File: src/rtl/can_bus_pkg.sv
// ---------------------------------------------------------------------------
// can_bus_pkg
// Shared definitions for the multiplexed CAN-controller bus master:
//   - one-hot FSM state encoding for the bus cycle
//   - width of the phase down-counter
//   - legal ranges for the chip-select count and the phase lengths
//   - phaseLoad(): converts a phase length in cycles into the counter preload
// ---------------------------------------------------------------------------
package can_bus_pkg;

    localparam int PHASE_CNT_W = 4;

    localparam int NUM_CS_MIN  = 1;
    localparam int NUM_CS_MAX  = 4;
    localparam int T_PHASE_MIN = 1;
    localparam int T_PHASE_MAX = 15;

    typedef enum logic [4:0] {
        ST_IDLE = 5'b00001,
        ST_ALE  = 5'b00010,
        ST_CSU  = 5'b00100,
        ST_STRB = 5'b01000,
        ST_HOLD = 5'b10000
    } bus_state_t;

    // A phase of N cycles preloads N-1 so it ends on the cycle the counter
    // reads zero. Out-of-range lengths are clamped so the counter never wraps.
    function automatic logic [PHASE_CNT_W-1:0] phaseLoad(input int cycles);
        int c;
        c = cycles;
        if (c < T_PHASE_MIN) c = T_PHASE_MIN;
        if (c > T_PHASE_MAX) c = T_PHASE_MAX;
        return PHASE_CNT_W'(c - 1);
    endfunction

endpackage

File: src/rtl/can_phase_timer.sv
// ---------------------------------------------------------------------------
// can_phase_timer
// Loadable down-counter that times one bus phase.
//   sys_clk    : clock
//   sys_reset  : synchronous active-high reset (count cleared)
//   i_load     : load i_loadVal this cycle (takes priority over counting)
//   i_loadVal  : preload value, phase length minus one
//   o_done     : high while the count is zero (last cycle of the phase)
// ---------------------------------------------------------------------------
module can_phase_timer
    import can_bus_pkg::*;
(
    input  logic                   sys_clk,
    input  logic                   sys_reset,
    input  logic                   i_load,
    input  logic [PHASE_CNT_W-1:0] i_loadVal,
    output logic                   o_done
);

    logic [PHASE_CNT_W-1:0] r_count;

    // Count down towards zero and stop there; a fresh load starts the next phase.
    always_ff @(posedge sys_clk) begin
        if (sys_reset) begin
            r_count <= '0;
        end else if (i_load) begin
            r_count <= i_loadVal;
        end else if (r_count != '0) begin
            r_count <= r_count - 1'b1;
        end
    end

    assign o_done = (r_count == '0);

endmodule

File: src/rtl/can_muxbus_master.sv
// ---------------------------------------------------------------------------
// can_muxbus_master
// Runs Intel-style multiplexed address/data bus cycles (ALE, chip-select
// setup, RD/WR strobe, hold) towards CAN controllers, one request at a time.
//   sys_clk, sys_reset           : clock, synchronous active-high reset
//   i_req_valid / o_req_ready    : request handshake (ready only in IDLE)
//   i_req_wr, i_req_cs,
//   i_req_addr, i_req_wdata      : request type, chip select, address, data
//   o_rsp_valid                  : one-cycle completion pulse
//   o_rsp_wr, o_rsp_err,
//   o_rsp_addr, o_rsp_rdata      : completed type, bad-CS flag, address, data
//   o_busy                       : FSM not in IDLE
//   can_ale, can_cs_n,
//   can_rd_n, can_wr_n           : bus control (ALE high, others active-low)
//   can_ad_o, can_ad_oe, can_ad_i: bus drive value, drive enable, bus sample
// The tristate pad itself lives above this block.
// ---------------------------------------------------------------------------
module can_muxbus_master
    import can_bus_pkg::*;
#(
    parameter int DW       = 8,
    parameter int NUM_CS   = 2,
    parameter int T_ALE    = 2,
    parameter int T_SETUP  = 1,
    parameter int T_STROBE = 2,
    parameter int T_HOLD   = 1
) (
    input  logic              sys_clk,
    input  logic              sys_reset,
    input  logic              i_req_valid,
    output logic              o_req_ready,
    input  logic              i_req_wr,
    input  logic [1:0]        i_req_cs,
    input  logic [DW-1:0]     i_req_addr,
    input  logic [DW-1:0]     i_req_wdata,
    output logic              o_rsp_valid,
    output logic              o_rsp_wr,
    output logic              o_rsp_err,
    output logic [DW-1:0]     o_rsp_addr,
    output logic [DW-1:0]     o_rsp_rdata,
    output logic              o_busy,
    output logic              can_ale,
    output logic [NUM_CS-1:0] can_cs_n,
    output logic              can_rd_n,
    output logic              can_wr_n,
    output logic [DW-1:0]     can_ad_o,
    output logic              can_ad_oe,
    input  logic [DW-1:0]     can_ad_i
);

    // Chip-select indices at or above this limit are rejected without a bus cycle.
    localparam int CS_LIMIT = (NUM_CS < NUM_CS_MIN) ? NUM_CS_MIN :
                              (NUM_CS > NUM_CS_MAX) ? NUM_CS_MAX : NUM_CS;

    bus_state_t             r_state;
    bus_state_t             w_stateNext;

    logic                   w_load;
    logic [PHASE_CNT_W-1:0] w_loadVal;
    logic                   w_done;
    logic                   w_accept;
    logic                   w_acceptErr;
    logic                   w_rspFire;
    logic                   w_sample;
    logic                   w_csIllegal;

    logic                   r_capWr;
    logic [1:0]             r_capCs;
    logic [DW-1:0]          r_capAddr;
    logic [DW-1:0]          r_capWdata;
    logic [DW-1:0]          r_rdData;

    logic                   w_effWr;
    logic [1:0]             w_effCs;
    logic [DW-1:0]          w_effAddr;
    logic [DW-1:0]          w_effWdata;
    logic                   w_busPhase;

    logic                   w_aleNext;
    logic [NUM_CS-1:0]      w_csNNext;
    logic                   w_rdNNext;
    logic                   w_wrNNext;
    logic [DW-1:0]          w_adNext;
    logic                   w_oeNext;

    logic                   r_rspValid;
    logic                   r_rspWr;
    logic                   r_rspErr;
    logic [DW-1:0]          r_rspAddr;
    logic [DW-1:0]          r_rspRdata;
    logic                   r_ale;
    logic [NUM_CS-1:0]      r_csN;
    logic                   r_rdN;
    logic                   r_wrN;
    logic [DW-1:0]          r_adO;
    logic                   r_adOe;

    assign w_csIllegal = (int'(i_req_cs) >= CS_LIMIT);

    can_phase_timer u_timer (
        .sys_clk   (sys_clk),
        .sys_reset (sys_reset),
        .i_load    (w_load),
        .i_loadVal (w_loadVal),
        .o_done    (w_done)
    );

    // State register.
    always_ff @(posedge sys_clk) begin
        if (sys_reset) begin
            r_state <= ST_IDLE;
        end else begin
            r_state <= w_stateNext;
        end
    end

    // Next-state logic. Each phase preloads the timer on entry and leaves on
    // the cycle the timer reads zero. A bad chip select is answered from IDLE
    // without ever leaving it.
    always_comb begin
        w_stateNext = r_state;
        w_load      = 1'b0;
        w_loadVal   = '0;
        w_accept    = 1'b0;
        w_acceptErr = 1'b0;
        w_rspFire   = 1'b0;
        w_sample    = 1'b0;
        case (r_state)
            ST_IDLE: begin
                if (i_req_valid) begin
                    w_accept = 1'b1;
                    if (w_csIllegal) begin
                        w_acceptErr = 1'b1;
                    end else begin
                        w_stateNext = ST_ALE;
                        w_load      = 1'b1;
                        w_loadVal   = phaseLoad(T_ALE);
                    end
                end
            end
            ST_ALE: begin
                if (w_done) begin
                    w_stateNext = ST_CSU;
                    w_load      = 1'b1;
                    w_loadVal   = phaseLoad(T_SETUP);
                end
            end
            ST_CSU: begin
                if (w_done) begin
                    w_stateNext = ST_STRB;
                    w_load      = 1'b1;
                    w_loadVal   = phaseLoad(T_STROBE);
                end
            end
            ST_STRB: begin
                if (w_done) begin
                    w_sample    = 1'b1;
                    w_stateNext = ST_HOLD;
                    w_load      = 1'b1;
                    w_loadVal   = phaseLoad(T_HOLD);
                end
            end
            ST_HOLD: begin
                if (w_done) begin
                    w_rspFire   = 1'b1;
                    w_stateNext = ST_IDLE;
                end
            end
            default: begin
                w_stateNext = ST_IDLE;
            end
        endcase
    end

    // Request capture; the inputs are free to change once accepted.
    always_ff @(posedge sys_clk) begin
        if (sys_reset) begin
            r_capWr    <= 1'b0;
            r_capCs    <= '0;
            r_capAddr  <= '0;
            r_capWdata <= '0;
        end else if (w_accept) begin
            r_capWr    <= i_req_wr;
            r_capCs    <= i_req_cs;
            r_capAddr  <= i_req_addr;
            r_capWdata <= i_req_wdata;
        end
    end

    // The bus outputs are registered against the next state, so on the
    // accepting edge the request fields have to come straight from the inputs.
    assign w_effWr    = w_accept ? i_req_wr    : r_capWr;
    assign w_effCs    = w_accept ? i_req_cs    : r_capCs;
    assign w_effAddr  = w_accept ? i_req_addr  : r_capAddr;
    assign w_effWdata = w_accept ? i_req_wdata : r_capWdata;
    assign w_busPhase = (w_stateNext == ST_CSU) || (w_stateNext == ST_STRB) ||
                        (w_stateNext == ST_HOLD);

    // Bus values for the coming cycle. Writes keep driving data from setup
    // through hold; reads release the bus once the address has been latched.
    always_comb begin
        w_aleNext = (w_stateNext == ST_ALE);
        w_wrNNext = !((w_stateNext == ST_STRB) && w_effWr);
        w_rdNNext = !((w_stateNext == ST_STRB) && !w_effWr);
        w_oeNext  = w_aleNext || (w_busPhase && w_effWr);
        w_adNext  = '0;
        if (w_aleNext) begin
            w_adNext = w_effAddr;
        end else if (w_busPhase && w_effWr) begin
            w_adNext = w_effWdata;
        end
        w_csNNext = '1;
        for (int i = 0; i < CS_LIMIT; i++) begin
            if (w_busPhase && (w_effCs == 2'(i))) begin
                w_csNNext[i] = 1'b0;
            end
        end
    end

    // Output registers: bus drive, read sample and completion response.
    always_ff @(posedge sys_clk) begin
        if (sys_reset) begin
            r_ale      <= 1'b0;
            r_csN      <= '1;
            r_rdN      <= 1'b1;
            r_wrN      <= 1'b1;
            r_adO      <= '0;
            r_adOe     <= 1'b0;
            r_rdData   <= '0;
            r_rspValid <= 1'b0;
            r_rspWr    <= 1'b0;
            r_rspErr   <= 1'b0;
            r_rspAddr  <= '0;
            r_rspRdata <= '0;
        end else begin
            r_ale      <= w_aleNext;
            r_csN      <= w_csNNext;
            r_rdN      <= w_rdNNext;
            r_wrN      <= w_wrNNext;
            r_adO      <= w_adNext;
            r_adOe     <= w_oeNext;
            r_rspValid <= w_rspFire || w_acceptErr;
            if (w_sample) begin
                r_rdData <= can_ad_i;
            end
            if (w_acceptErr) begin
                r_rspWr    <= i_req_wr;
                r_rspErr   <= 1'b1;
                r_rspAddr  <= i_req_addr;
                r_rspRdata <= '0;
            end else if (w_rspFire) begin
                r_rspWr    <= r_capWr;
                r_rspErr   <= 1'b0;
                r_rspAddr  <= r_capAddr;
                r_rspRdata <= r_capWr ? '0 : r_rdData;
            end
        end
    end

    assign o_req_ready = (r_state == ST_IDLE);
    assign o_busy      = (r_state != ST_IDLE);
    assign o_rsp_valid = r_rspValid;
    assign o_rsp_wr    = r_rspWr;
    assign o_rsp_err   = r_rspErr;
    assign o_rsp_addr  = r_rspAddr;
    assign o_rsp_rdata = r_rspRdata;
    assign can_ale     = r_ale;
    assign can_cs_n    = r_csN;
    assign can_rd_n    = r_rdN;
    assign can_wr_n    = r_wrN;
    assign can_ad_o    = r_adO;
    assign can_ad_oe   = r_adOe;

endmodule

File: config.mk
export PLATFORM = sky130hd
export DESIGN_NAME = can_muxbus_master
export DESIGN_NICKNAME = d
export VERILOG_FILES = /design/src/rtl/can_bus_pkg.sv /design/src/rtl/can_phase_timer.sv /design/src/rtl/can_muxbus_master.sv
export SDC_FILE = /design/constraint.sdc
export NUM_CORES = 1
export LEC_CHECK = 0
export CAP_MARGIN = 10
export CORE_ASPECT_RATIO = 1.75
export CORE_MARGIN = 2
export CORE_UTILIZATION = 46
export CTS_CLUSTER_DIAMETER = 30
export DETAILED_ROUTE_END_ITERATION = 7
export MAX_ROUTING_LAYER = met4
export PLACE_DENSITY = 0.74
export SYNTH_ARGS = -nofsm -noshare
export SYNTH_HDL_FRONTEND = slang
export SYNTH_SLANG_ARGS = --single-unit
File: constraint.sdc
create_clock -name sys_clk -period 4.9 [get_ports sys_clk]
set_clock_uncertainty 0.05 [all_clocks]
set_input_delay 1.47 -clock sys_clk [delete_from_list [all_inputs] [get_ports sys_clk]]
set_output_delay 1.47 -clock sys_clk [all_outputs]
set_load 0.01 [all_outputs]
# == Word-level counts from Yosys, hierarchy flattened ==
# Cells that the tools add are included.
# op_classes
n_reduce_logical,19
addsub,1
magnitude_cmp,1
n_eq_ne,11
mux,39
# op_table
operator,n
8-bit two-way mux,7
5-bit two-way mux,6
5-bit case mux with 5 select lines,1
1-bit two-way mux,20
"5-bit by 2-bit == test with 1-bit output, second input constant",2
"5-bit by 3-bit == test with 1-bit output, second input constant",2
"5-bit by 4-bit == test with 1-bit output, second input constant",2
"5-bit == test, second input constant",2
4-bit two-way mux,2
"5-bit by 1-bit == test with 1-bit output, second input constant",1
1-bit logical AND,5
"5-bit by 1-bit inequality test with 1-bit output, second input constant",1
4-bit logical NOT,1
1-bit logical OR,4
1-bit case mux with 2 select lines,2
2-bit nonzero test,2
4-bit nonzero test,1
"4-bit by 1-bit subtractor with 4-bit output, second input constant",1
1-bit logical NOT,3
3-bit OR reduction,1
"2-bit by 1-bit == test with 1-bit output, second input constant",1
"2-bit >= comparator, second input constant",1
2-bit logical NOT,1
2-bit two-way mux,1
2-bit OR reduction,1
# totals
elab_cells,89
reg_bits,69
input_bits,30

# == Depth between registers and ports, before layout ==
# Gate-level depths: netlist (run 1).
# logic_depth
depth_word,10
ltp_mapped,8
depth_no_buf,6

# == Modules after synthesis ==
# Synthesis (run 1) repeated with hierarchy kept, for this count alone.
# unflattened
cells_unflattened,330
hier_area_um2,3024.2
# modules_own_cells
module,seq_area_each_um2,instances,area_per_inst_um2,cells_per_inst
can_muxbus_master,1301.2,1,2795.2,306
can_phase_timer,80.1,1,229.0,24

# == Least setup slack after synthesis (run 1) ==
# No wires, ideal clock.
# synth_timing
path_kind,input -> register
startpoint,in i_req_valid
endpoint,reg r_adO[0] (netlist: can_ad_o[0])
path_slack_ns,2.324
setup_ns,0.088
arrival_ns,2.438
stages,5
n_path_buf,1
cell_sequence,and2_1 > nand3_1 > a221o_1 > buf_2 > o32ai_2
# synth_via
elab_chain_len,8
# synth_rtl
element,line,source
"start, declared",can_muxbus_master.sv:30,"input logic i_req_valid,"
5-bit two-way mux,can_muxbus_master.sv:130,if (i_req_valid) begin
5-bit case mux with 5 select lines,can_muxbus_master.sv:128,case (r_state)
5-bit by 3-bit == test with 1-bit output or 5-bit by 4-bit == test with 1-bit output (tied branches),can_muxbus_master.sv:196,assign w_busPhase = (w_stateNext == ST_CSU) || (w_stateNext == ST_STRB) ||
1-bit logical OR (2 in series),can_muxbus_master.sv:196,
1-bit logical AND,can_muxbus_master.sv:209,end else if (w_busPhase && w_effWr) begin
8-bit two-way mux,can_muxbus_master.sv:209,
8-bit two-way mux (*),can_muxbus_master.sv:207,if (w_aleNext) begin
"end signal, assigned",can_muxbus_master.sv:240,r_adO <= w_adNext;
"end, declared",can_muxbus_master.sv:95,logic [DW-1:0] r_adO;
# Mark *: on every way between the ends. The rest lies on a longest branch, timed or not.
# A chain may end at the register's enable or synchronous reset.

# == Final worst setup path (run 1) ==
# layout_timing
startpoint,reg r_state[1]
endpoint,out o_req_ready
# layout_via
elab_chain_len,1
# layout_rtl
element,line,source
"start, declared",can_muxbus_master.sv:55,bus_state_t r_state;
"start signal, assigned",can_muxbus_master.sv:113,r_state <= w_stateNext;
5-bit by 1-bit == test with 1-bit output,can_muxbus_master.sv:260,assign o_req_ready = (r_state == ST_IDLE);
"end, declared",can_muxbus_master.sv:31,"output logic o_req_ready,"
# Every way passes these cells.

==> summary.txt, run 1 <==
Place
  – Routability cong.: just over 0.9
  – Detailed Place HPWL: around 4800 µm
  – Pre-CTS setup slack: 1.21 ns
  – DP Area: ~0.0035 mm²
  – IO buf count: 64

Yosys
  – Synthesis Warnings: 0
  – Post-synth ARST share: 0
  – Synthesized flop and latch total: between 60 and 70
  – Sequential area share after synthesis: 0.482
  – Post-synthesis cell count: between 300 and 400
  – Mapped cell area: roughly 0.0029 mm²
  – Top_reg_cell synth: dfxtp_1
  – Net Count, Synth: approximately 350
  – Post-synth EDFFs: 0
  – Synth Area per Inst: 9.13 µm²
  – Unique masters post-synth: 44

Min path
  – Min-delay worst type: reg2reg
  – Worst Hold Launch: o_rsp_rdata[5]
  – End of the worst hold path: o_rsp_rdata[5]
  – Worst hold stages: 2

Finish
  – Share of layout cells above drive strength 1: 0.0836
  – Final Util: 0.602
  – Synthesis-to-layout area growth: 28.7%
  – Most frequent cells in the layout: dfxtp_1, clkdlybuf4s50_1, nor2_1, nand2_1, nand3_1
  – Most common cell after layout, fill and taps aside: dfxtp_1
  – Final #Nets: ~400
  – Antenna Cells: 0
  – Post-route cell area: around 0.0037 mm²

Floorplan
  – Cell row count: 38
  – Die ar.: about 0.007 mm²
  – Initial Util: 0.468
  – I/O pin count: between 60 and 70
  – Area of the core: about 0.0061 mm²
  – Die Width: roughly 64 µm
  – Die Height: about 110 µm

Routing
  – Iteration-0 DRC count of the detailed router: 110
  – DRC: 0
  – Routed vias: around 2500
  – Avg WL per Cell: 15.3 µm
  – Total wire length: just under 7000 µm
  – ANT nets after route: 0
  – DRT Pass-1 Iters: 5
  – Via-to-Cell Ratio: approximately 5.5

Worst setup path
  – Slowest CP cell: clkdlybuf4s50_1
  – Type of origin of the critical path: flip-flop
  – Critical path type: reg2out
  – FF-to-FF Start: u_timer.r_count[0]
  – Crit path required time: roughly 3.4 ns
  – Reg-to-Reg End: o_rsp_err
  – Worst setup EP type: primary output
  – Crit-path cells: nor4_2 > buf_4 > nand2_1 > inv_1 > clkdlybuf4s50_1
  – Crit path buf inv count: 3
  – Crit-path max cell delay: 0.52 ns
  – Top delay family on crit path: buffers and inverters
  – WP data arrival: around 2.1 ns
  – Worst Reg2Reg Path Length in Cells: 6
  – Worst Path Max Fanout: 16
  – Worst R2R Setup Slack: around 2.3 ns

Power and ir drop
  – Pwr Total: ~0.0013 W
  – P_leak: 1.41 nW
  – Peak VDD IR: around 0.00024 V
  – Pwr/cell area: 357 mW/mm²

Job
  – Max Cap Viol: 0

GRT
  – Largest net degree at the start of global routing: just under 60
  – First-pass GRT wire length: ~11000 µm
  – Overall Global Routing Usage: 0.215
  – M3 GR Usage: 0.0489
  – Met1 Use GR: 0.232
  – Most heavily used metal layer in global routing: met2
  – Initial antenna violation count: 0
  – Met2 usage: 0.357
  – Vias in the first global route: between 2000 and 2500
  – Total gr overflow: 0

CTS
  – Clock-pin slew on the worst setup and hold paths: about 0.070 ns
  – Htree depth: 3
  – CTS tree: done
  – CTS max path bufs: 2
  – Setup Fix Bufs, Post-CTS: 0
  – Cts bufs inserted: 9
  – Post-cts sizing count: 0
  – Post-CTS Hold Buffers: 0
  – Later-pin clock latency in the skew report: between 0.3 and 0.4 ns
  – Clock sink count: between 60 and 70
  – Clk root buf: clkbuf_8

STA
  – Setup Viol. Count Final: 0
  – Fmax: 276 MHz
  – Fin crit share: 0.740
  – Hold Vio Cnt, Final: 0
  – Fin. max-slew vios: 0
  – Worst slew pin tran: between 1 and 1.5 ns
  – Setup_tns: 0 ns
  – Slew headroom: 0.243
  – Final WS setup: 1.27 ns
  – RSZ-0062 raised after global routing: no
  – Final worst path period need: around 3.6 ns

Status
  – Status: complete, no violations
==> stage by stage <==
stage / hold WS (ns) / instances
after floorplan: 0.398 / 314
after global placement: 0.397 / 436
after detailed placement: 0.409 / 436
after CTS: 0.418 / 451
after global routing: 0.439 / 451
final: 0.417 / 451
==> where the power goes <==
| part | switching, W | internal (W) | total, W | leakage, nW |
|---|---|---|---|---|
| logic | 0.000150 | 0.000122 | 0.000273 | 0.758 |
| registers | 0.0000302 | 0.000598 | 0.000628 | 0.562 |
| clock network | 0.000194 | 0.000222 | 0.000416 | 0.0926 |
| total | 0.000375 | 0.000943 | 0.00132 | 1.41 |
==> cells by family after synthesis <==
group / synth area share
AOI/OAI and AO/OA: 0.175
muxes: 0.0598
DFF: 0.482
xor gates and xnor gates: 0.00916
and+or+nand+nor: 0.219
adders and majority gates: 0.00436
buffers and inverters: 0.0510
==> cell usage after synthesis (3+ instances only) <==
cell,count,area share
clkbuf_1,19,0.025
nor2_1,36,0.047
and2_1,3,0.0065
a22oi_1,3,0.0079
o211ai_1,3,0.0079
o32ai_2,8,0.045
a311oi_1,7,0.021
nand2_1,29,0.038
nor3_1,5,0.0087
mux2i_1,16,0.056
nand3_1,27,0.047
a21o_1,8,0.021
inv_1,13,0.017
a21oi_1,18,0.031
nor4b_1,5,0.015
buf_2,3,0.0052
o21ai_0,11,0.019
dfxtp_1,69,0.48
==> how the worst max path moves through the flow <==
stage                      startpoint              to  slack (ns)  depth (start not counted)
final                      r_state[1]     o_req_ready        1.27                          5
after global routing       r_state[1]     o_req_ready        1.17                          5
after CTS                  r_state[1]     o_req_ready        1.26                          5
after detailed placement  i_req_valid  o_rsp_rdata[1]        1.21                          5
after global placement    i_req_valid  o_rsp_rdata[4]        1.27                          5
after floorplan           i_req_valid     can_ad_o[0]        2.32                          5
==> registers in the layout, indices dropped and copies added (netlist names), 4 cells and up <==
name             count
r_rdData             8
r_state              5
can_ad_o             8
u_timer.r_count      4
r_capWdata           8
o_rsp_addr           8
o_rsp_rdata          8
r_capAddr            8
==> final cells by class <==
cell class                      instances  area [µm²]
Fill cell                             550        2440
Sequential cell                        69        1380
Multi-Input combinational cell        209        1340
Timing Repair Buffer                   65         643
Clock buffer                           14         173
Tap cell                               80         100
Inverter                               13        48.8
Clock inverter                          1        5.00
==> worst min-delay path: cells and delay by family (launching register included) <==
kind               cells  cell delay, ns
and+or+nand+nor        1            0.06
AOI/OAI and AO/OA      1            0.05
DFF                    1            0.31
==> per-layer routing <==
metal  wire, µm  vias up  share of wire
met5          0        -              0
met4        253        0          0.037
met3        282       18          0.041
met2       3610       68           0.52
met1       2770     1163           0.40
li1           -     1219              -
Power figures use the tool's default switching activity.
==> inputs of run 2 (changes only) <==
--- a/config.mk
+++ b/config.mk
@@ -8,11 +8,11 @@
 export CAP_MARGIN = 10
 export CORE_ASPECT_RATIO = 1.75
 export CORE_MARGIN = 2
-export CORE_UTILIZATION = 46
+export CORE_UTILIZATION = 45
 export CTS_CLUSTER_DIAMETER = 30
 export DETAILED_ROUTE_END_ITERATION = 7
 export MAX_ROUTING_LAYER = met4
-export PLACE_DENSITY = 0.74
+export PLACE_DENSITY = 0.76
 export SYNTH_ARGS = -nofsm -noshare
 export SYNTH_HDL_FRONTEND = slang
 export SYNTH_SLANG_ARGS = --single-unit
==> constraint.sdc (replaced) <==
create_clock -name sys_clk -period 3.02 [get_ports sys_clk]
set_clock_uncertainty 0.05 [all_clocks]
set_input_delay 0.906 -clock sys_clk [delete_from_list [all_inputs] [get_ports sys_clk]]
set_output_delay 0.906 -clock sys_clk [all_outputs]
set_load 0.01 [all_outputs]
==> summary.txt, run 2 (synthesis gave the netlist of run 1 again) <==
Status
  – Status: complete, no violations

Routing
  – DRT Pass-1 Iters: 4
  – Iteration-0 DRC count of the detailed router: between 100 and 150
  – Via-to-Cell Ratio: around 5.6
  – DRC: 0
  – ANT nets after route: 0
  – Routed vias: around 2600
  – Avg WL per Cell: between 15 and 20 µm
  – Total wire length: 7290 µm

STA
  – Final worst path period need: between 2 and 3 ns
  – Final WS setup: 0.115 ns
  – Slew headroom: 0.539
  – Worst slew pin tran: 0.692 ns
  – RSZ-0062 raised after global routing: no
  – Hold Vio Cnt, Final: 0
  – Setup_tns: 0 ns
  – Fmax: 344 MHz
  – Fin. max-slew vios: 0
  – Fin crit share: 0.962
  – Setup Viol. Count Final: 0

Power and ir drop
  – P_leak: 1.44 nW
  – Pwr/cell area: around 560 mW/mm²
  – Peak VDD IR: approximately 0.00035 V
  – Pwr Total: 0.00208 W

Finish
  – Antenna Cells: 0
  – Post-route cell area: about 0.0037 mm²
  – Reg area: 0.00138 mm²
  – Filler cells: between 500 and 600
  – Footprint of the multi-input gates: between 0.001 and 0.0015 mm²
  – Final #Nets: ~400
  – Most common cell after layout, fill and taps aside: dfxtp_1
  – Share of layout cells above drive strength 1: 0.103
  – Synthesis-to-layout area growth: 30.0%
  – Most frequent cells in the layout: dfxtp_1, clkdlybuf4s50_1, nor2_1, nand2_1, nand3_1

CTS
  – Post-CTS Hold Buffers: 0
  – Clock-pin slew on the worst setup and hold paths: around 0.070 ns
  – Clk root buf: clkbuf_8
  – Post-cts sizing count: 0
  – Htree depth: 3
  – Setup Fix Bufs, Post-CTS: 0
  – Clock sink count: between 60 and 70
  – Later-pin clock latency in the skew report: about 0.33 ns
  – Cts bufs inserted: 9
  – CTS max path bufs: 2
  – CTS tree: done

Job
  – Max Cap Viol: 0

Worst setup path
  – Crit-path cells: nor4_2 > nand2_1 > inv_1 > clkdlybuf4s50_1
  – Reg-to-Reg End: can_ad_o[6]
  – FF-to-FF Start: u_timer.r_count[0]
  – Crit path required time: 2.06 ns
  – Crit-path max cell delay: about 0.52 ns
  – Worst Path Max Fanout: 16
  – Worst Reg2Reg Path Length in Cells: 6
  – Slowest CP cell: clkdlybuf4s50_1
  – Worst R2R Setup Slack: 0.52 ns
  – Worst setup EP type: primary output
  – Crit path to: o_req_ready
  – Critical path type: reg2out
  – Type of origin of the critical path: flip-flop
  – WP data arrival: 1.95 ns
  – Critical Path Start: r_state[1]

Floorplan
  – Die Width: 64.3 µm
  – Area of the core: 0.00618 mm²
  – Initial Util: 0.464
  – Cell row count: 38
  – I/O pin count: 65
  – Die ar.: 0.00705 mm²
  – Die Height: ~110 µm

GRT
  – Total gr overflow: 0
  – First-pass GRT wire length: 11700 µm
  – Overall Global Routing Usage: 0.222
  – Initial antenna violation count: 0
  – Vias in the first global route: about 2500
  – Largest net degree at the start of global routing: 31

Min path
  – Min-delay worst type: reg2reg

Place
  – Routability cong.: slightly above 0.9
  – Pre-CTS setup slack: around 0.22 ns
  – IO buf count: 64
  – DP Area: roughly 0.0036 mm²
  – Detailed Place HPWL: a little over 5000 µm
run 2: final cells by class:
class,count,share of cell area
Clock inverter,3,0.00403
Timing Repair Buffer,74,0.191
Clock buffer,11,0.0352
Multi-Input combinational cell,209,0.360
Tap cell,80,0.0269
Inverter,13,0.0131
Sequential cell,69,0.371
run 2: where the power goes:
part | internal (W) | total (W) | switching, W
Combinational | 0.000217 | 0.000460 | 0.000243
Sequential | 0.000970 | 0.00102 | 0.0000459
Clock | 0.000285 | 0.000606 | 0.000321
Total | 0.00147 | 0.00208 | 0.000610
run 2: layer usage:
metal | wire, µm | GRT usage | up-vias
met4 | 256 | 0.126 | 0
li1 | - | - | 1239
met5 | 0 | - | -
met1 | 2890 | 0.241 | 1221
met3 | 292 | 0.0317 | 21
met2 | 3840 | 0.385 | 90
run 2: through the flow:
step / instances / hold WS [ns] / util
after floorplan: 314 / 0.398 / -
final: 459 / 0.408 / 0.603
after global placement: 445 / 0.397 / 0.579
after CTS: 459 / 0.412 / 0.603
after global routing: 459 / 0.428 / 0.603
after detailed placement: 445 / 0.402 / 0.579
run 2: worst min path at each step:
stage / endpoint / start / slack [ns] / depth (start not counted)
2_1_floorplan: o_rsp_rdata[0] / r_rdData[0] / 0.40 / 2
3_3_place_gp: o_rsp_rdata[0] / o_rsp_rdata[0] / 0.40 / 2
3_5_place_dp: o_rsp_rdata[0] / o_rsp_rdata[0] / 0.40 / 2
4_1_cts: o_rsp_rdata[0] / o_rsp_rdata[0] / 0.41 / 2
5_1_grt: o_rsp_rdata[0] / o_rsp_rdata[0] / 0.43 / 2
6_report: o_rsp_rdata[0] / o_rsp_rdata[0] / 0.41 / 2
run 2: critical path: cells and delay by family, from the launching register on:
| family | cells | cell delay, ns |
|---|---|---|
| and+or+nand+nor | 2 | 0.54 |
| DFF | 1 | 0.47 |
| buffers and inverters | 2 | 0.60 |
==> inputs of run 3 (changes only) <==
--- a/config.mk
+++ b/config.mk
@@ -13,6 +13,7 @@
 export DETAILED_ROUTE_END_ITERATION = 7
 export MAX_ROUTING_LAYER = met4
 export PLACE_DENSITY = 0.76
+export REMOVE_ABC_BUFFERS = 1
 export SYNTH_ARGS = -nofsm -noshare
 export SYNTH_HDL_FRONTEND = slang
 export SYNTH_SLANG_ARGS = --single-unit
==> summary.txt, run 3 (synthesis gave the netlist of run 1 again) <==
Status
  – Status: complete, no violations

Routing
  – Iteration-0 DRC count of the detailed router: between 100 and 150
  – Total wire length: 7290 µm
  – Avg WL per Cell: around 16 µm
  – DRC: 0
  – DRT Pass-1 Iters: 4
  – Routed vias: between 2000 and 3000
  – ANT nets after route: 0
  – Via-to-Cell Ratio: between 5 and 6

CTS
  – CTS tree: done
  – Post-cts sizing count: 0
  – Clock-pin slew on the worst setup and hold paths: 0.08 ns
  – Later-pin clock latency in the skew report: between 0.3 and 0.4 ns
  – Post-CTS Hold Buffers: 0
  – Cts bufs inserted: 9
  – CTS max path bufs: 2
  – Htree depth: 3
  – Clk root buf: clkbuf_8
  – Setup Fix Bufs, Post-CTS: 0
  – Clock sink count: 69

Worst setup path
  – Crit-path max cell delay: 0.53 ns
  – Critical path type: reg2out
  – FF-to-FF Start: r_state[1]
  – Critical Path Start: r_state[1]
  – Crit path required time: 2.06 ns
  – Slowest CP cell: clkdlybuf4s50_1
  – WP data arrival: approximately 1.8 ns
  – Crit-path cells: nor4_2 > nand2_1 > inv_1 > clkdlybuf4s50_1
  – Worst setup EP type: primary output
  – Worst Path Max Fanout: 3
  – Type of origin of the critical path: flip-flop

Floorplan
  – Die Height: around 110 µm
  – Cell row count: 38
  – Die ar.: around 0.0071 mm²
  – Area of the core: slightly above 0.006 mm²
  – Initial Util: 0.464
  – Die Width: 64.3 µm
  – I/O pin count: between 60 and 70

STA
  – Fmax: between 300 and 400 MHz
  – RSZ-0062 raised after global routing: no
  – Final worst path period need: around 2.8 ns
  – Fin. max-slew vios: 0
  – Final WS setup: between 0.2 and 0.3 ns
  – Setup_tns: 0 ns
  – Worst slew pin tran: about 0.66 ns
  – Hold Vio Cnt, Final: 0
  – Setup Viol. Count Final: 0
  – Slew headroom: 0.557
  – Fin crit share: 0.912

GRT
  – Initial antenna violation count: 0
  – Overall Global Routing Usage: 0.226
  – First-pass GRT wire length: approximately 12000 µm
  – Vias in the first global route: 2501
  – Largest net degree at the start of global routing: 32
  – Total gr overflow: 0

Min path
  – Min-delay worst type: reg2reg
  – Worst Hold Launch: o_rsp_rdata[4]

Finish
  – Filler cells: approximately 530
  – Post-route cell area: approximately 0.0038 mm²
  – Most frequent cells in the layout: dfxtp_1, clkdlybuf4s50_1, nor2_1, nand2_1, nand3_1
  – Antenna Cells: 0
  – Most common cell after layout, fill and taps aside: dfxtp_1
  – Final Util: 0.618
  – Finished Layout Cells: roughly 470
  – Final #Nets: a little over 400
  – Synthesis-to-layout area growth: 33.2%
  – Share of layout cells above drive strength 1: 0.122

Job
  – Max Cap Viol: 0

Power and ir drop
  – P_leak: about 1.5 nW
  – Peak VDD IR: ~0.0004 V
  – Pwr/cell area: between 500 and 600 mW/mm²

Place
  – Routability cong.: a little over 0.9
  – IO buf count: 64
  – Detailed Place HPWL: roughly 5200 µm
  – DP Area: between 0.003 and 0.004 mm²
  – Post-Place Cells: 449
  – Pre-CTS setup slack: about 0.29 ns
[run 3: changes by cell type in the layout (fill, tap and decap cells not counted), sizes merged]
cell | previous run | this run
buf | 11 | 15
bufinv | 0 | 1
clkbuf | 11 | 9
clkinv | 3 | 2
clkinvlp | 0 | 2
inv | 13 | 15
[run 3: path summary, 6_finish.rpt]
path / cells past startpoint / slack (ns) / to
worst min register to register: 2 / 0.40 / o_rsp_rdata[4]
worst max register to register: 5 / 0.61 / can_ad_o[7]
worst max-delay path: 4 / 0.27 / o_req_ready
worst min-delay path: 2 / 0.40 / o_rsp_rdata[4]
[run 3: through the flow]
step	total power, W	hold slack, ns
floorplan	0.00129	0.396
global placement	0.00149	0.389
detailed placement	0.00150	0.392
CTS	0.00224	0.403
global route	0.00233	0.412
finish	0.00223	0.399
[run 3: worst max-delay path, delay by kind of cell (launching register included)]
family / cells / cell delay (ns)
buf+inv: 2 / 0.62
simple gates: 2 / 0.50
flops: 1 / 0.32
[run 3: power breakdown]
group / internal [W] / leakage, nW / switching [W] / total, W
Clock: 0.000384 / 0.0960 / 0.000365 / 0.000748
Combinational: 0.000222 / 0.826 / 0.000250 / 0.000472
Sequential: 0.000970 / 0.562 / 0.0000415 / 0.00101
Total: 0.00158 / 1.48 / 0.000656 / 0.00223
[run 3: routing by layer]
| metal | wire [µm] | vias up | share of wire | track usage |
|---|---|---|---|---|
| met5 | 0 | - | 0 | - |
| met4 | 218 | 0 | 0.030 | 0.105 |
| met3 | 368 | 18 | 0.050 | 0.0512 |
| met2 | 3930 | 80 | 0.54 | 0.406 |
| met1 | 2770 | 1195 | 0.38 | 0.232 |
| li1 | - | 1248 | - | - |
[run 3: cell type report]
type | count | area [µm²] | area share
Sequential cell | 69 | 1380 | 0.362
Multi-Input combinational cell | 209 | 1340 | 0.351
Timing Repair Buffer | 78 | 753 | 0.197
Clock buffer | 9 | 124 | 0.0324
Tap cell | 80 | 100 | 0.0262
Clock inverter | 7 | 72.6 | 0.0190
Inverter | 13 | 48.8 | 0.0128
==> RTL change: new RTL, settings of run 2 <==
Change the package constant `PHASE_CNT_W` from 4 to 6.
--- a/src/rtl/can_bus_pkg.sv
+++ b/src/rtl/can_bus_pkg.sv
@@ -9,5 +9,5 @@
 package can_bus_pkg;
 
-    localparam int PHASE_CNT_W = 4;
+    localparam int PHASE_CNT_W = 6;
 
     localparam int NUM_CS_MIN  = 1;
Behaviour: same outputs for any inputs over 10 cycles, from zero or initial values and one cycle with sys_reset high; that may be too few to reach the edited logic, so the function may still have changed.
==> RTL change against run 2 <==
  * Sequential share of layout area increased by 1.1 points
  * Power increased by 12%
  * Final cell count decreased by 2.0%
  * Worst setup slack improved by 110 ps
  * Routed wire length decreased by 9.0%
  * Critical endpoint unchanged
  * Sequential cell count increased by 2
  * Cell area decreased by 0.10%
  * Die area decreased by 0.25%
  * Sequential power increased by 7%
  * Synthesized area decreased by 0.26%
  * Clock power increased by 3%
==> RTL change: results (changes against run 2) <==
INFO  metric status = completed (unchanged)
INFO  metric drive_above_1_share = 10.0% (was 10.3%)
INFO  metric timing.hold.worst.start = o_rsp_err$_SDFFE_PP0P_ (was o_rsp_rdata[0]$_SDFFE_PP0P_)
INFO  metric global_route_wire_length_before_repair = 10.9 mm (was 11.7 mm)
INFO  metric worst_path_largest_cell_delay = 560 ps (was 520 ps)
INFO  metric max_slew_margin = 46.1% (was 53.9%)
INFO  metric reg2reg_depth = 7 (was 6)
INFO  metric num-fill-cells = 560 (was 543)
INFO  metric final_critical_path_setup_slack = 227 ps (was 115 ps)
INFO  metric power.leakage = 0.00151 uW (was 0.00144 uW)
INFO  metric synthDistinctLibCells = 47 (was 44)
INFO  metric hold_end = o_rsp_err$_SDFFE_PP0P_ (was o_rsp_rdata[0]$_SDFFE_PP0P_)
INFO  metric net_count_synth = 337 (was 345)
INFO  metric place_hpwl = 4.81 mm (was 5.09 mm)
INFO  metric detailedPlace.worstSlack = 374 ps (was 222 ps)
INFO  metric routed_wl = 6.63 mm (was 7.29 mm)
INFO  metric finish.net_count = 399 (was 407)
INFO  metric vias_per_cell = 5.29 (was 5.60)
INFO  metric gp_congestion = 0.794 (was 0.919)
INFO  metric r2r_slack = 540 ps (was 520 ps)
INFO  metric first_global_vias = 2339 (was 2482)
INFO  metric initialDrtViolationCount = 93 (was 138)
INFO  metric grt_start_max_net_pins = 50 (was 31)
INFO  metric vdd_drop_max = 429 uV (was 352 uV)
INFO  metric synth_sequential_area_ratio = 49.7% (was 48.2%)
INFO  metric timing.rr.end = can_ad_o[1]$_SDFF_PP0_ (was can_ad_o[6]$_SDFF_PP0_)
## RTL change: cell types whose count changed after synthesis, sizes merged, moves of 5 or more
cell,change
a21o,-7
nor2,+8
nand2,-12
nor4b,-5
mux2i,+16
a311oi,-5
or2,+11
o21ai,-6
nor3b,+6
nand3,-19
## RTL change: worst max-delay path by stage
stage                        endpoint                             from  cells after the start
2_1_floorplan  can_ad_o[1]$_SDFF_PP0_  u_timer.r_count[0]$_SDFFE_PP0P_                      8
3_3_place_gp   can_ad_o[2]$_SDFF_PP0_                      i_req_valid                      6
3_5_place_dp   can_ad_o[6]$_SDFF_PP0_                      i_req_valid                      6
4_1_cts                   o_req_ready            r_state[3]$_SDFF_PP0_                      3
5_1_grt                        o_busy            r_state[3]$_SDFF_PP0_                      4
6_report                  o_req_ready            r_state[3]$_SDFF_PP0_                      3
## RTL change: power by group
part	switching (uW)	internal [uW]
Clock	319	304
Sequential	63.2	1030
Combinational	311	305
Total	693	1640
## RTL change: routing by layer
| layer | up-vias | part of all wire (%) | track usage, % |
|---|---|---|---|
| li1 | 1181 | - | - |
| met1 | 1137 | 41 | 23.9 |
| met2 | 52 | 53 | 35.0 |
| met3 | 10 | 4.2 | 4.20 |
| met4 | 0 | 1.7 | 8.66 |
| met5 | - | 0 | - |
## RTL change: through the flow
stage	instance area, um2	std cells	util (%)
after floorplan	2860	306	-
after global placement	3570	437	57.7
after detailed placement	3570	437	57.7
after CTS	3720	450	60.2
after global routing	3720	450	60.2
final	3720	450	60.2
## RTL change: cells by family after synthesis
logic type | after synthesis | synth area share, %
and+or+nand+nor | 117 | 21.3
muxes | 33 | 11.6
DFF | 71 | 49.7
adders and majority gates | 1 | 0.437
buffers and inverters | 34 | 4.81
xor gates and xnor gates | 2 | 0.613
AOI/OAI and AO/OA | 48 | 11.5
## RTL change: cell type report
cell class | count | area [um2] | share of cell area, %
Tap cell | 80 | 100 | 2.69
Clock buffer | 11 | 141 | 3.80
Clock inverter | 2 | 10.0 | 0.269
Inverter | 13 | 48.8 | 1.31
Sequential cell | 71 | 1420 | 38.2
Timing Repair Buffer | 72 | 696 | 18.7
Multi-Input combinational cell | 201 | 1310 | 35.1
## RTL change: critical path: cells and delay by family (launching register included)
| kind | cells | cell delay [ps] |
|---|---|---|
| buf+inv | 1 | 560 |
| simple gates | 2 | 550 |
| flops | 1 | 390 |
